## config.mk

```make
export PLATFORM = sky130hd
export DESIGN_NAME = throughout_monitor_flat
export DESIGN_NICKNAME = d
export VERILOG_FILES = /design/src/rtl/throughout_monitor_if.sv /design/src/rtl/throughout_monitor.sv /design/src/flat_wrapper.sv
export SDC_FILE = /design/constraint.sdc
export NUM_CORES = 1
export LEC_CHECK = 0
export ABC_AREA = 1
export ABC_CLOCK_PERIOD_IN_PS = 6090
export CAP_MARGIN = 20
export CORE_ASPECT_RATIO = 0.6
export CORE_MARGIN = 1.5
export CORE_UTILIZATION = 35
export DETAILED_ROUTE_END_ITERATION = 10
export HOLD_SLACK_MARGIN = 0.03
export SETUP_SLACK_MARGIN = 0.4
export SLEW_MARGIN = 20
export SYNTH_ARGS = -nofsm -noshare
export SYNTH_HDL_FRONTEND = slang
export SYNTH_SLANG_ARGS = --single-unit
```

## constraint.sdc

```tcl
create_clock -name clock -period 6.09 [get_ports clock]
set_input_delay 0.609 -clock clock [delete_from_list [all_inputs] [get_ports clock]]
set_output_delay 0.609 -clock clock [all_outputs]
set_load 0.03 [all_outputs]
```

## src/rtl/throughout_monitor_if.sv

```systemverilog
// Bundle of trigger/check inputs and verdict outputs
// for the throughout property monitor.
interface throughout_monitor_if #(
  parameter int CNT_W = 16
);
  logic             a;
  logic             b;
  logic             c;
  logic             pass;
  logic             fail;
  logic             busy;
  logic [CNT_W-1:0] attempts;
  logic [CNT_W-1:0] passes;
  logic [CNT_W-1:0] fails;
  logic             failed;
  logic [CNT_W-1:0] first_fail_cyc;

  modport master (
    output a, b, c,
    input  pass, fail, busy,
    input  attempts, passes, fails,
    input  failed, first_fail_cyc
  );

  modport slave (
    input  a, b, c,
    output pass, fail, busy,
    output attempts, passes, fails,
    output failed, first_fail_cyc
  );
endinterface

```

## src/rtl/throughout_monitor.sv

```systemverilog
// Runtime checker: rise of a implies b holds
// throughout REP consecutive cycles of c.
module throughout_monitor #(
  parameter int REP   = 2,
  parameter int CNT_W = 16
) (
  input  logic          clock,
  input  logic          reset,
  throughout_monitor_if.slave mon
);

  localparam logic [CNT_W-1:0] MAXV = '1;

  function automatic logic [CNT_W-1:0] sat_add(
    input logic [CNT_W-1:0] x,
    input logic [4:0]       inc
  );
    logic [CNT_W+5:0] s;
    s = {6'd0, x} + {{(CNT_W+1){1'b0}}, inc};
    if (s > {6'd0, MAXV}) sat_add = MAXV;
    else                  sat_add = s[CNT_W-1:0];
  endfunction

  logic             prev_a_q, prev_a_d;
  logic [REP:1]     pend_q, pend_d;
  logic             pass_q, pass_d;
  logic             fail_q, fail_d;
  logic             busy_q, busy_d;
  logic             failed_q, failed_d;
  logic [CNT_W-1:0] att_q, att_d;
  logic [CNT_W-1:0] pas_q, pas_d;
  logic [CNT_W-1:0] fls_q, fls_d;
  logic [CNT_W-1:0] cyc_q, cyc_d;
  logic [CNT_W-1:0] ffc_q, ffc_d;

  logic       ok;
  logic       rise;
  logic [4:0] nfail;

  always_comb begin
    ok       = mon.b & mon.c;
    rise     = mon.a & ~prev_a_q;
    prev_a_d = mon.a;
    pass_d   = ok & pend_q[REP];
    fail_d   = ~ok & (|pend_q);
    nfail    = ok ? 5'd0 : 5'($countones(pend_q));
    // a failure flushes every stage; a new rise still enters
    pend_d    = '0;
    pend_d[1] = rise;
    for (int j = 2; j <= REP; j++) begin
      pend_d[j] = ok & pend_q[j-1];
    end
    busy_d   = |pend_d;
    att_d    = sat_add(att_q, {4'd0, rise});
    pas_d    = sat_add(pas_q, {4'd0, pass_d});
    fls_d    = sat_add(fls_q, nfail);
    cyc_d    = sat_add(cyc_q, 5'd1);
    failed_d = failed_q;
    ffc_d    = ffc_q;
    if (fail_d && !failed_q) begin
      failed_d = 1'b1;
      ffc_d    = cyc_q;
    end
  end

  always_ff @(posedge clock or posedge reset) begin
    if (reset) begin
      prev_a_q <= 1'b0;
      pend_q   <= '0;
      pass_q   <= 1'b0;
      fail_q   <= 1'b0;
      busy_q   <= 1'b0;
      failed_q <= 1'b0;
      att_q    <= '0;
      pas_q    <= '0;
      fls_q    <= '0;
      cyc_q    <= '0;
      ffc_q    <= '0;
    end else begin
      prev_a_q <= prev_a_d;
      pend_q   <= pend_d;
      pass_q   <= pass_d;
      fail_q   <= fail_d;
      busy_q   <= busy_d;
      failed_q <= failed_d;
      att_q    <= att_d;
      pas_q    <= pas_d;
      fls_q    <= fls_d;
      cyc_q    <= cyc_d;
      ffc_q    <= ffc_d;
    end
  end

  assign mon.pass           = pass_q;
  assign mon.fail           = fail_q;
  assign mon.busy           = busy_q;
  assign mon.attempts       = att_q;
  assign mon.passes         = pas_q;
  assign mon.fails          = fls_q;
  assign mon.failed         = failed_q;
  assign mon.first_fail_cyc = ffc_q;

endmodule

```

## src/flat_wrapper.sv

```systemverilog
// flat-port wrapper written by rule: the top's interface ports become plain ports
module throughout_monitor_flat 
#(
  parameter int REP   = 2,
  parameter int CNT_W = 16
)
  (clock, reset, mon_a, mon_b, mon_c, mon_pass, mon_fail, mon_busy, mon_attempts, mon_passes, mon_fails, mon_failed, mon_first_fail_cyc);
  throughout_monitor_if #(.CNT_W(CNT_W)) mon_i ();
  input  logic clock;
  input  logic reset;
  input wire logic [$bits(mon_i.a)-1:0] mon_a;
  input wire logic [$bits(mon_i.b)-1:0] mon_b;
  input wire logic [$bits(mon_i.c)-1:0] mon_c;
  output wire logic [$bits(mon_i.pass)-1:0] mon_pass;
  output wire logic [$bits(mon_i.fail)-1:0] mon_fail;
  output wire logic [$bits(mon_i.busy)-1:0] mon_busy;
  output wire logic [$bits(mon_i.attempts)-1:0] mon_attempts;
  output wire logic [$bits(mon_i.passes)-1:0] mon_passes;
  output wire logic [$bits(mon_i.fails)-1:0] mon_fails;
  output wire logic [$bits(mon_i.failed)-1:0] mon_failed;
  output wire logic [$bits(mon_i.first_fail_cyc)-1:0] mon_first_fail_cyc;
  assign mon_i.a = mon_a;
  assign mon_i.b = mon_b;
  assign mon_i.c = mon_c;
  assign mon_pass = mon_i.pass;
  assign mon_fail = mon_i.fail;
  assign mon_busy = mon_i.busy;
  assign mon_attempts = mon_i.attempts;
  assign mon_passes = mon_i.passes;
  assign mon_fails = mon_i.fails;
  assign mon_failed = mon_i.failed;
  assign mon_first_fail_cyc = mon_i.first_fail_cyc;
  throughout_monitor #(.REP(REP), .CNT_W(CNT_W)) u_core (.clock(clock), .reset(reset), .mon(mon_i));
endmodule
```

* Word level (Yosys, flattened, before mapping) *
Index checks and enable logic that the tools add are counted.

word-level totals
  flip-flop bits (word level) = 87
  output and inout bits = 68

cells by class
  add/sub/neg operators = 5
  order comparisons = 4
  muxes and demuxes = 5
  bitwise gates (word level) = 7
  reduce and logical (&&, ||, !) cells = 4

operators by type and width
  operator                                              count
  > comparator 22 x 16 -> 1 bit, second input constant  4
  2-to-1 mux 16 bit                                     4
  adder 16 x 1 -> 17 bit                                2
  adder 16 x 1 -> 17 bit, second input constant         1
  adder 16 x 5 -> 17 bit                                1
  AND 1 bit                                             5
  2-to-1 mux 5 bit                                      1
  OR reduction 2 bit                                    2
  adder 1 x 1 -> 2 bit                                  1
  NOT 1 bit                                             2
  logical AND 1 bit                                     1
  logical NOT 1 bit                                     1

* Depth between registers and ports, before layout *
  depth in word-level cells = 5
  gate-level depth with buffers = 14

* Least setup slack after synthesis *
Ideal clock, no wire load.

  kind = input-to-reg
  start point = in mon_b
  end point = reg u_core.fls_q[4] (netlist: u_core.mon.fails[4])
  library setup time = 0.121 ns
  arrival = 1.982 ns
  data required time = 5.969 ns
  setup slack = 3.986 ns
  stages on the path = 10
  cells stage by stage = nand2_2 -> inv_2 -> nor2_1 -> ha_1 -> fa_1 -> nand2_2 -> nor2_1 -> or2_2 -> o21ai_0 -> nand2_2

on the way
  longest elaborated chain between the ends = 5

RTL lines
  element                        line                      source
  from (decl)                    flat_wrapper.sv:12        input wire logic [$bits(mon_i.b)-1:0] mon_b;
  AND 1 bit *                    throughout_monitor.sv:41  ok = mon.b & mon.c;
  2-to-1 mux 5 bit *             throughout_monitor.sv:46  nfail = ok ? 5'd0 : 5'($countones(pend_q));
  adder 16 x 5 -> 17 bit *       throughout_monitor.sv:19  s = {6'd0, x} + {{(CNT_W+1){1'b0}}, inc};
  > comparator 22 x 16 -> 1 bit  throughout_monitor.sv:20  if (s > {6'd0, MAXV}) sat_add = MAXV;
  2-to-1 mux 16 bit *            throughout_monitor.sv:20
  named net u_core.fls_d[4]      throughout_monitor.sv:32  logic [CNT_W-1:0] fls_q, fls_d;
  to (signal assigned)           throughout_monitor.sv:88  fls_q <= fls_d;
  to (decl)                      throughout_monitor.sv:32

The timed path passes the listed nets; every way through them passes the cells marked *.
A chain may end at the register's enable or synchronous reset.

* Final worst setup path *
Same ends and word-level chain as after synthesis.

==> impl_results.md <==
* Max Cap Viol at 0
* Psw at approximately 0.47 mW
* Post-synth top area cell: dfrtp_1
* EDFF count, synth at 0
* Crit-path max FO at 4
* Die height at roughly 90 um
* Max H-tree Level at 3
* Grt ovf at 0
* Leakage at between 2 and 3 nW
* Worst Setup End Kind: flop
* Largest net degree at the start of global routing at 55
* Count leader, synth: nand2_1
* Cell area after synthesis at around 4500 sq um
* Post-cts sizing count at 0
* Post-Syn Instances at 561
* Top cells by count, synth: 211 x nand2_1, 87 x dfrtp_1, 64 x nor2_1
* Synth Flop Type: dfrtp_1
* Multi-input gate area at between 2000 and 2500 sq um
* Main combinational cell family by area after synthesis: simple AND/OR/NAND/NOR gates
* Hold Buf Count CTS at 0
* Gpl congestion at 0.859
* Fin area at 5640 sq um
* Routed Antenna Nets at 0
* Number of remaining DRC errors at 0
* Critical path's largest stage delay at 0.47 ns
* Crit path kind: in -> reg
* Vias at 3,662
* Ports at 73
* Post-CTS setup repair buffer count at 0
* CP arrival at roughly 2.6 ns
* # fillers at 1,208
* Post-DP HPWL at between 7 and 8 mm
* Skew-Pair Late Insertion Delay at 0.33 ns
* Post-Synth Simple-Gate Area at 0.332
* Unique masters post-synth at 28
* Clock transition at path regs at 0.06 ns
* Worst setup path end: u_core.mon.fails[4]$_DFF_PP0_
* Initial core utilization at 0.365
* Combinational power share at 0.203
* Initial DRC Count at roughly 210
* Post-layout nets at 654
* GRT Util Overall at 0.157
* Worst r2r dst: u_core.mon.fails[4]$_DFF_PP0_
* Vias in the first global route at between 3,000 and 4,000
* Wire length per cell at roughly 12 um
* Synth Net Count at approximately 580
* Final min period at about 2.4 ns
* Internal power at around 1.1 mW
* RR Startpoint: u_core.pend_q[1]$_DFF_PP0_
* Synth async-reset ratio at 1.00
* Share of the synthesized area in the top cell type at 0.487
* Hold WC Path Type: reg -> reg
* Ys Warns at 0
* Reg2reg path depth at 11
* Inserted Clock Buffers at 9
* Layout cell share with drive strength beyond 1 at 0.0669
* CTS sink cnt at 87
* Setup crit start: mon_b
* Final Max Tran Viols at 0
* Ranking of synthesized cells by area: dfrtp_1 49%, nand2_1 18%, nor2_1 5.4%, inv_1 5.1%, xor2_1 3.7%
* Synth Area in Compound Gates at 0.0422
* F_max at between 400 and 500 MHz
* Slowest cell on the critical path: clkdlybuf4s50_1
* Dpl cell area at around 5300 sq um
* Ant diodes at 0
* Placeable core area at 12,300 sq um
* Worst slew pin tran at 0.813 ns
* Final Worst Setup Slack at roughly 3.7 ns
* Post-synthesis mux area share at 0
* Setup TNS at 0 ns
* Pwr Density at 273 nW/um^2
* Initial antenna violation count at 0
* CTS tree: built
* CP cell instances: clkdlybuf4s50_1 -> nand2_2 -> inv_2 -> nor2_1 -> ha_1 -> fa_1 -> nand2_2 -> nor2_1 -> or2_2 -> o21ai_0 -> nand2_2
* RSZ-0062 raised after global routing: no
* FP Rows at 31
* I/O Buffers at just over 70
* Die extent in x at roughly 150 um
* Outcome: complete, no violations
* Area growth syn-to-layout at 26.1%
* Via density at roughly 4.5
* CTS root buffer: clkbuf_16
* Crit path launch type: input pin
* Final wirelength at just under 10 mm
* Avg Cell Area, Syn at between 7 and 8 sq um
* Xor/xnor share of the synthesized area at 0.0411
* CTS max path bufs at 2
* Final Hold Fails at 0
* Sw Ratio at 0.305
* Req. time, crit path at about 6.3 ns
* DIE AREA at 13,500 sq um
* First-pass GRT wire length at ~17 mm
* Clk pwr share at 0.351
* Sequential area share after synthesis at 0.487
* Setup WS pre-CTS at around 3.4 ns
* Fin crit share at 0.386
* Sequential cell area at between 2000 and 2500 sq um
* Sequential share of power at 0.446
* Max_slew headroom at 0.457
* Reg2Reg Setup Slack at ~3.9 ns
* Crit-path most repeated cell: nand2_2
* Final setup viols at 0
* Skew final at 0.00382 ns
* Post-synthesis adder-cell area fraction at 0.0325
* Pre-antenna DRT Iters at 5
* Synth Register Bits at between 80 and 90
* VDD IR max at about 0.12 mV
[routing by layer]
layer | up-vias | global-route usage | part of all wire
met2 | 74 | 0.223 | 0.42
met4 | 0 | 0.0380 | 0.0094
met1 | 1688 | 0.234 | 0.52
li1 | 1891 | - | -
met3 | 9 | 0.0429 | 0.054
met5 | - | 0 | 0
[logic make-up (layout without fill, tap and decap cells)]
group,Yosys count,in the layout
simple gates,340,340
flops,87,87
buf+inv,69,151
compound gates,33,33
xor+xnor,21,21
fa+ha+maj,11,11
[worst max-delay path: cells and delay by family]
| family | cells | cell delay (ns) |
|---|---|---|
| AOI/OAI and AO/OA | 1 | 0.10 |
| and+or+nand+nor | 6 | 0.69 |
| buffers and inverters | 2 | 0.56 |
| adders and majority gates | 2 | 0.63 |
[stage by stage]
stage           util  hold WS [ns]  power (mW)  std cells
6_report       0.460         0.459        1.54        808
3_3_place_gp   0.436         0.446        1.01        792
2_1_floorplan      -         0.416       0.877        561
4_1_cts        0.460         0.467        1.56        808
3_5_place_dp   0.436         0.459        1.01        792
5_1_grt        0.460         0.476        1.62        808
[cell usage in the layout, fill, tap and decap left out, drive strengths merged]
cell and n:
clkbuf 10, bufinv 1, xor2 19, or2 1, nor2 72, clkinv 5, nand3 27, ha 10
nand2 222, o21ai 23, clkinvlp 1, buf 1, o21bai 9, nor3 4, o22ai 1, clkdlybuf4s50 72
inv 61, dfrtp 87, fa 1, nand4 14, xnor2 2
[power groups by stage]
stage	clock [mW]	combinational, mW	sequential (mW)
2_1_floorplan	0	0.0999	0.777
3_3_place_gp	0	0.312	0.696
3_5_place_dp	0	0.315	0.699
4_1_cts	0.557	0.316	0.688
5_1_grt	0.585	0.340	0.695
6_report	0.540	0.312	0.687
[cell type report]
cell class | instances | share of cell area
repair buffers | 73 | 0.129
clock inverters | 6 | 0.0109
multi-input cells | 405 | 0.355
well taps | 165 | 0.0366
flip-flops and latches | 87 | 0.386
inverters | 62 | 0.0415
clock buffers | 10 | 0.0406
[flip-flops by register name (all words and copies together), names as in the netlist]
register / count
u_core.pend_q: 2
u_core.mon.failed: 1
u_core.mon.first_fail_cyc: 16
u_core.mon.passes: 16
u_core.mon.pass: 1
u_core.prev_a_q: 1
u_core.mon.fail: 1
u_core.cyc_q: 16
u_core.mon.fails: 16
u_core.mon.attempts: 16
u_core.mon.busy: 1
[worst min path at each step]
stage,startpoint,cells after the start,endpoint,slack [ns]
after floorplan,u_core.prev_a_q$_DFF_PP0_,1,u_core.pend_q[1]$_DFF_PP0_,0.42
after global placement,u_core.prev_a_q$_DFF_PP0_,1,u_core.pend_q[1]$_DFF_PP0_,0.45
after detailed placement,u_core.prev_a_q$_DFF_PP0_,1,u_core.pend_q[1]$_DFF_PP0_,0.46
after CTS,u_core.prev_a_q$_DFF_PP0_,1,u_core.pend_q[1]$_DFF_PP0_,0.47
after global routing,u_core.prev_a_q$_DFF_PP0_,1,u_core.pend_q[1]$_DFF_PP0_,0.48
final,u_core.prev_a_q$_DFF_PP0_,1,u_core.pend_q[1]$_DFF_PP0_,0.46
Power figures use the tool's default switching activity.
==> edit 1 (same settings) <==
`CNT_W` is set to 16 in 3 places; all go to 24.
--- a/src/rtl/throughout_monitor_if.sv
+++ b/src/rtl/throughout_monitor_if.sv
@@ -2,5 +2,5 @@
 // for the throughout property monitor.
 interface throughout_monitor_if #(
-  parameter int CNT_W = 16
+  parameter int CNT_W = 24
 );
   logic             a;
--- a/src/rtl/throughout_monitor.sv
+++ b/src/rtl/throughout_monitor.sv
@@ -3,5 +3,5 @@
 module throughout_monitor #(
   parameter int REP   = 2,
-  parameter int CNT_W = 16
+  parameter int CNT_W = 24
 ) (
   input  logic          clock,
--- a/src/flat_wrapper.sv
+++ b/src/flat_wrapper.sv
@@ -3,5 +3,5 @@
 #(
   parameter int REP   = 2,
-  parameter int CNT_W = 16
+  parameter int CNT_W = 24
 )
   (clock, reset, mon_a, mon_b, mon_c, mon_pass, mon_fail, mon_busy, mon_attempts, mon_passes, mon_fails, mon_failed, mon_first_fail_cyc);
Interface: changed (resized mon_attempts, mon_fails, mon_first_fail_cyc and mon_passes); port bits go from 73 to 105. No check against the original RTL was run, so the function may have changed too.
==> edit 1 against the unedited design <==
Wire length is 63% higher. Cell area is 51% higher. Combinational power is 4% higher. Power is 55% higher. Sequential cell count is 40 higher. Synthesized area is 47% higher. Clock power is 110% higher. Worst setup slack worse by 320 ps. Register-to-register slack worse by 290 ps. Largest cell class unchanged.
==> edit 1: results (changes against the unedited design) <==
Power and ir drop
  – Clock Power: 0.00111 W (+110%)
  – Net Sw Frac: 26.8% (-3.6 points)
  – Sequential share of power: 40.1% (-4.5 points)
  – Peak supply drop: 174 uV (+43%)

Critical path
  – R2R cell count: 12 (+1)
  – CP max stage delay: 460 ps
  – Reg2Reg Setup Slack: 3600 ps (-290 ps)
  – RR Endpoint: u_core.mon.fails[2]
  – Crit path max fanout: 24 (+20)
  – Slowest CP cell: fa_1

Timing
  – Worst clock skew: 11.7 ps (+7.89 ps)
  – Worst slew margin: 40.1% (-5.6 points)
  – Hold_ws: 447 ps (-11.2 ps)

GRT
  – Total GRT Usage: 17.4% (+1.6 points)
  – Global-route wire length before repair: 26.9 mm (+60%)
  – Largest net degree at the start of global routing: 72 (+31%)
  – Vias in the first global route: 5142 (+52%)

Synth
  – Synth Area in Adders: 2.21% (-1.0 points)
  – Compound-gate portion of the synthesized area: 2.11% (-2.1 points)
  – Distinct cells, synth: 25 (-11%)
  – Top cells by area, synth: dfrtp_1 (48%), nand2_1 (20%), nor2_1 (6.9%)
  – Mux cell area share after synthesis: 0% (unchanged)
  – Commonest cells post-synth: nand2_1 (356), dfrtp_1 (127), nor2_1 (120)
  – Synth Net Count: 883 (+53%)

Placement
  – Worst slack at placement: 2980 ps (-406 ps)
  – I/O Buffers: 104 (+44%)
  – Post-Place Cell Area: 7850 um^2 (+47%)
  – Final HPWL DP: 11.5 mm (+59%)

Cells and area
  – Filler cells: 1754 (+45%)
  – Non-Filler Instances: 1233 (+53%)
  – # nets final: 996 (+52%)

Clocking
  – H-tree levels: 4 (+1)
  – Worst-Skew Late Latency: 410 ps (+80 ps)

Run status
  – Status: finished, final reports clean

Detailed routing
  – WL final: 15.9 mm (+63%)
  – 1st-iter DRT viols: 484 (+130%)
  – DR vias/cell: 4.55 (+0.34%)
edit 1: layout make-up:
cell class,instances,share of cell area (%)
Clock buffer,23,5.75
Timing Repair Buffer,106,12.4
Clock inverter,9,1.83
Multi-Input combinational cell,644,35.3
Sequential cell,127,37.4
Tap cell,240,3.54
Inverter,84,3.74
edit 1: how the worst max path moves through the flow:
stage / startpoint / end / slack [ps] / depth (start not counted)
6_report: mon_b / u_core.mon.fails[2] / 3420 / 12
5_1_grt: mon_c / u_core.mon.fails[2] / 3060 / 12
4_1_cts: mon_b / u_core.mon.fails[2] / 3410 / 12
3_5_place_dp: mon_b / u_core.mon.fails[2] / 2980 / 12
3_3_place_gp: mon_b / u_core.mon.fails[2] / 2980 / 12
2_1_floorplan: reset / u_core.cyc_q[0] / 2100 / 1
edit 1: layer usage:
metal	up-vias	track usage (%)	share of wire (%)	wire, um
met1	2557	27.7	56	9000
met5	-	0	0	0
met4	0	5.89	1.2	186
met2	149	22.4	37	5950
met3	14	3.47	5.1	807
li1	2887	-	-	-
==> edit 2 (same flow settings) <==
Without the edit above. Reset style: synchronous (`reset`), changed in one clocked block.
--- a/src/rtl/throughout_monitor.sv
+++ b/src/rtl/throughout_monitor.sv
@@ -64,5 +64,5 @@
   end
 
-  always_ff @(posedge clock or posedge reset) begin
+  always_ff @(posedge clock) begin
     if (reset) begin
       prev_a_q <= 1'b0;
Check against the original RTL: differs if reset is asserted again (counterexample within 4 cycles, from zero or initial values and one cycle with reset high); with reset held inactive, the same outputs for 10 cycles.
==> edit 2 against the unedited design <==
Synthesized area is 4.3% lower. Critical endpoint is now u_core.mon.fails[9]. Wire length rose by 6.0%. Via count is 6.7% higher. Sequential cell count unchanged. Die area is 4.2% lower. Largest cell class is now multi-input combinational cells. Worst setup slack worse by 190 ps. Critical path depth up 1. Cell area decreased by 4.0%.
Power is not compared: it rests on default switching activity, and its combinational part moved more than twofold at a synthesized area within 25%.
==> edit 2: results (changes against the unedited design) <==
Timing
  – Setup-failing EPs final: 0 (unchanged)
  – Worst slew margin: 31.4% (-14 points)
  – Worst clock skew: 5.86 ps (+2.04 ps)

Clocking
  – H-tree levels: 3 (unchanged)
  – Clock Path Buffers: 2 (unchanged)
  – Post-cts sizing count: 0 (unchanged)
  – Setup bufs post-CTS: 0 (unchanged)
  – Clock transition at path regs: 70 ps
  – Root buf cell: clkbuf_16
  – Worst-Skew Late Latency: 340 ps
  – Num CTS Buffers: 9 (unchanged)

GRT
  – Total GRT Usage: 16.7% (+1.0 points)
  – Largest net degree at the start of global routing: 50 (-9.1%)
  – Initial antenna violation count: 0 (unchanged)
  – Global-route wire length before repair: 17.3 mm (+2.6%)
  – Vias in the first global route: 3540 (+4.8%)

Critical path
  – Reg2Reg Setup Slack: 3730 ps (-160 ps)
  – Slowest CP cell: clkdlybuf4s50_1
  – CP max stage delay: 400 ps (-70 ps)
  – Critical Path End: u_core.mon.fails[9]
  – R2R cell count: 12 (+1)
  – CP top delay family: simple AND/OR/NAND/NOR gates
  – Arr. time, crit path: 2830 ps (+260 ps)
  – Crit path max fanout: 15 (+11)
  – Critical Path Source: mon_b
  – Reg-to-reg startpoint: u_core.pend_q[1]

Power and ir drop
  – Comb pwr: 0.0000484 W
  – Peak supply drop: 129 uV
  – Leak: 1.88 nW
  – Cell Pwr Density: 215 nW/um^2
  – Sequential share of power: 49.9%

Synth
  – Synth Net Count: 602 (+4.3%)
  – Post-synth ARST share: 0% (-100 points)
  – Commonest cells post-synth: nand2_1 (142), dfxtp_1 (87), a21oi_1 (66)
  – Main flop type after synthesis: dfxtp_1
  – Synth warnings: 0 (unchanged)
  – Distinct cells, synth: 33 (+18%)
  – Synth Instances: 586 (+4.5%)
  – Top cells by area, synth: dfxtp_1 (41%), nand2_1 (12%), a21oi_1 (7.7%)
  – Post-synthesis sequential area ratio: 40.7% (-8.0 points)

Placement
  – Placed cells: 808 (+2.0%)
  – Gpl congestion: 0.884 (+3.0%)
  – Final HPWL DP: 7.37 mm (+2.1%)

Worst hold path
  – Hold Path Depth: 2 (+1)
  – Worst Hold End: u_core.mon.first_fail_cyc[0]
  – Hold Crit Class: reg2reg
  – Hold Crit Start: u_core.mon.first_fail_cyc[0]

Detailed routing
  – WL final: 10.4 mm (+6.0%)
  – DR vias/cell: 4.74 (+4.6%)
  – 1st-iter DRT viols: 233 (+8.9%)
  – DRT antenna net count: 0 (unchanged)
  – First drt pass iteration count: 4 (-1)

Cells and area
  – ANT cells: 0 (unchanged)
  – Non-Filler Instances: 824 (+2.0%)
  – Layout cells sized above 1: 7.28% (+0.60 points)
  – # nets final: 670 (+2.4%)

Flow run
  – Max_cap viols: 0 (unchanged)

Run status
  – Status: finished, final reports clean
==> edit 2: final cells by class <==
class / count / area [um^2]
tap: 165 / 206
sequential: 87 / 1740
inverter: 65 / 244
clock buffer: 10 / 239
timing repair buffer: 73 / 723
multi-input combinational: 418 / 2210
clock inverter: 6 / 51.3
fill: 1158 / 6570
==> edit 2: per-stage QoR <==
step	area (um^2)	setup slack (ps)	hold WS [ps]
after floorplan	4280	3970	457
after global placement	5120	3270	454
after detailed placement	5120	3210	454
after CTS	5410	3560	464
after global routing	5410	3290	481
final	5410	3540	460
==> edit 2: logic make-up (layout without fill, tap and decap cells) <==
group           after synthesis  in the layout  share of synthesized area, %
simple gates                287            287                          30.4
compound gates               91             91                          11.9
flops                        87             87                          40.7
xor+xnor                     29             29                          5.94
fa+ha+maj                    11             11                          3.39
buf+inv                      81            154                          7.72
==> edit 2: metal layers <==
layer	vias up	track usage [%]	wire [um]
li1	2019	-	-
met1	1773	24.0	5530
met2	107	24.7	4110
met3	8	4.54	648
met4	0	4.55	83
met5	-	0	0
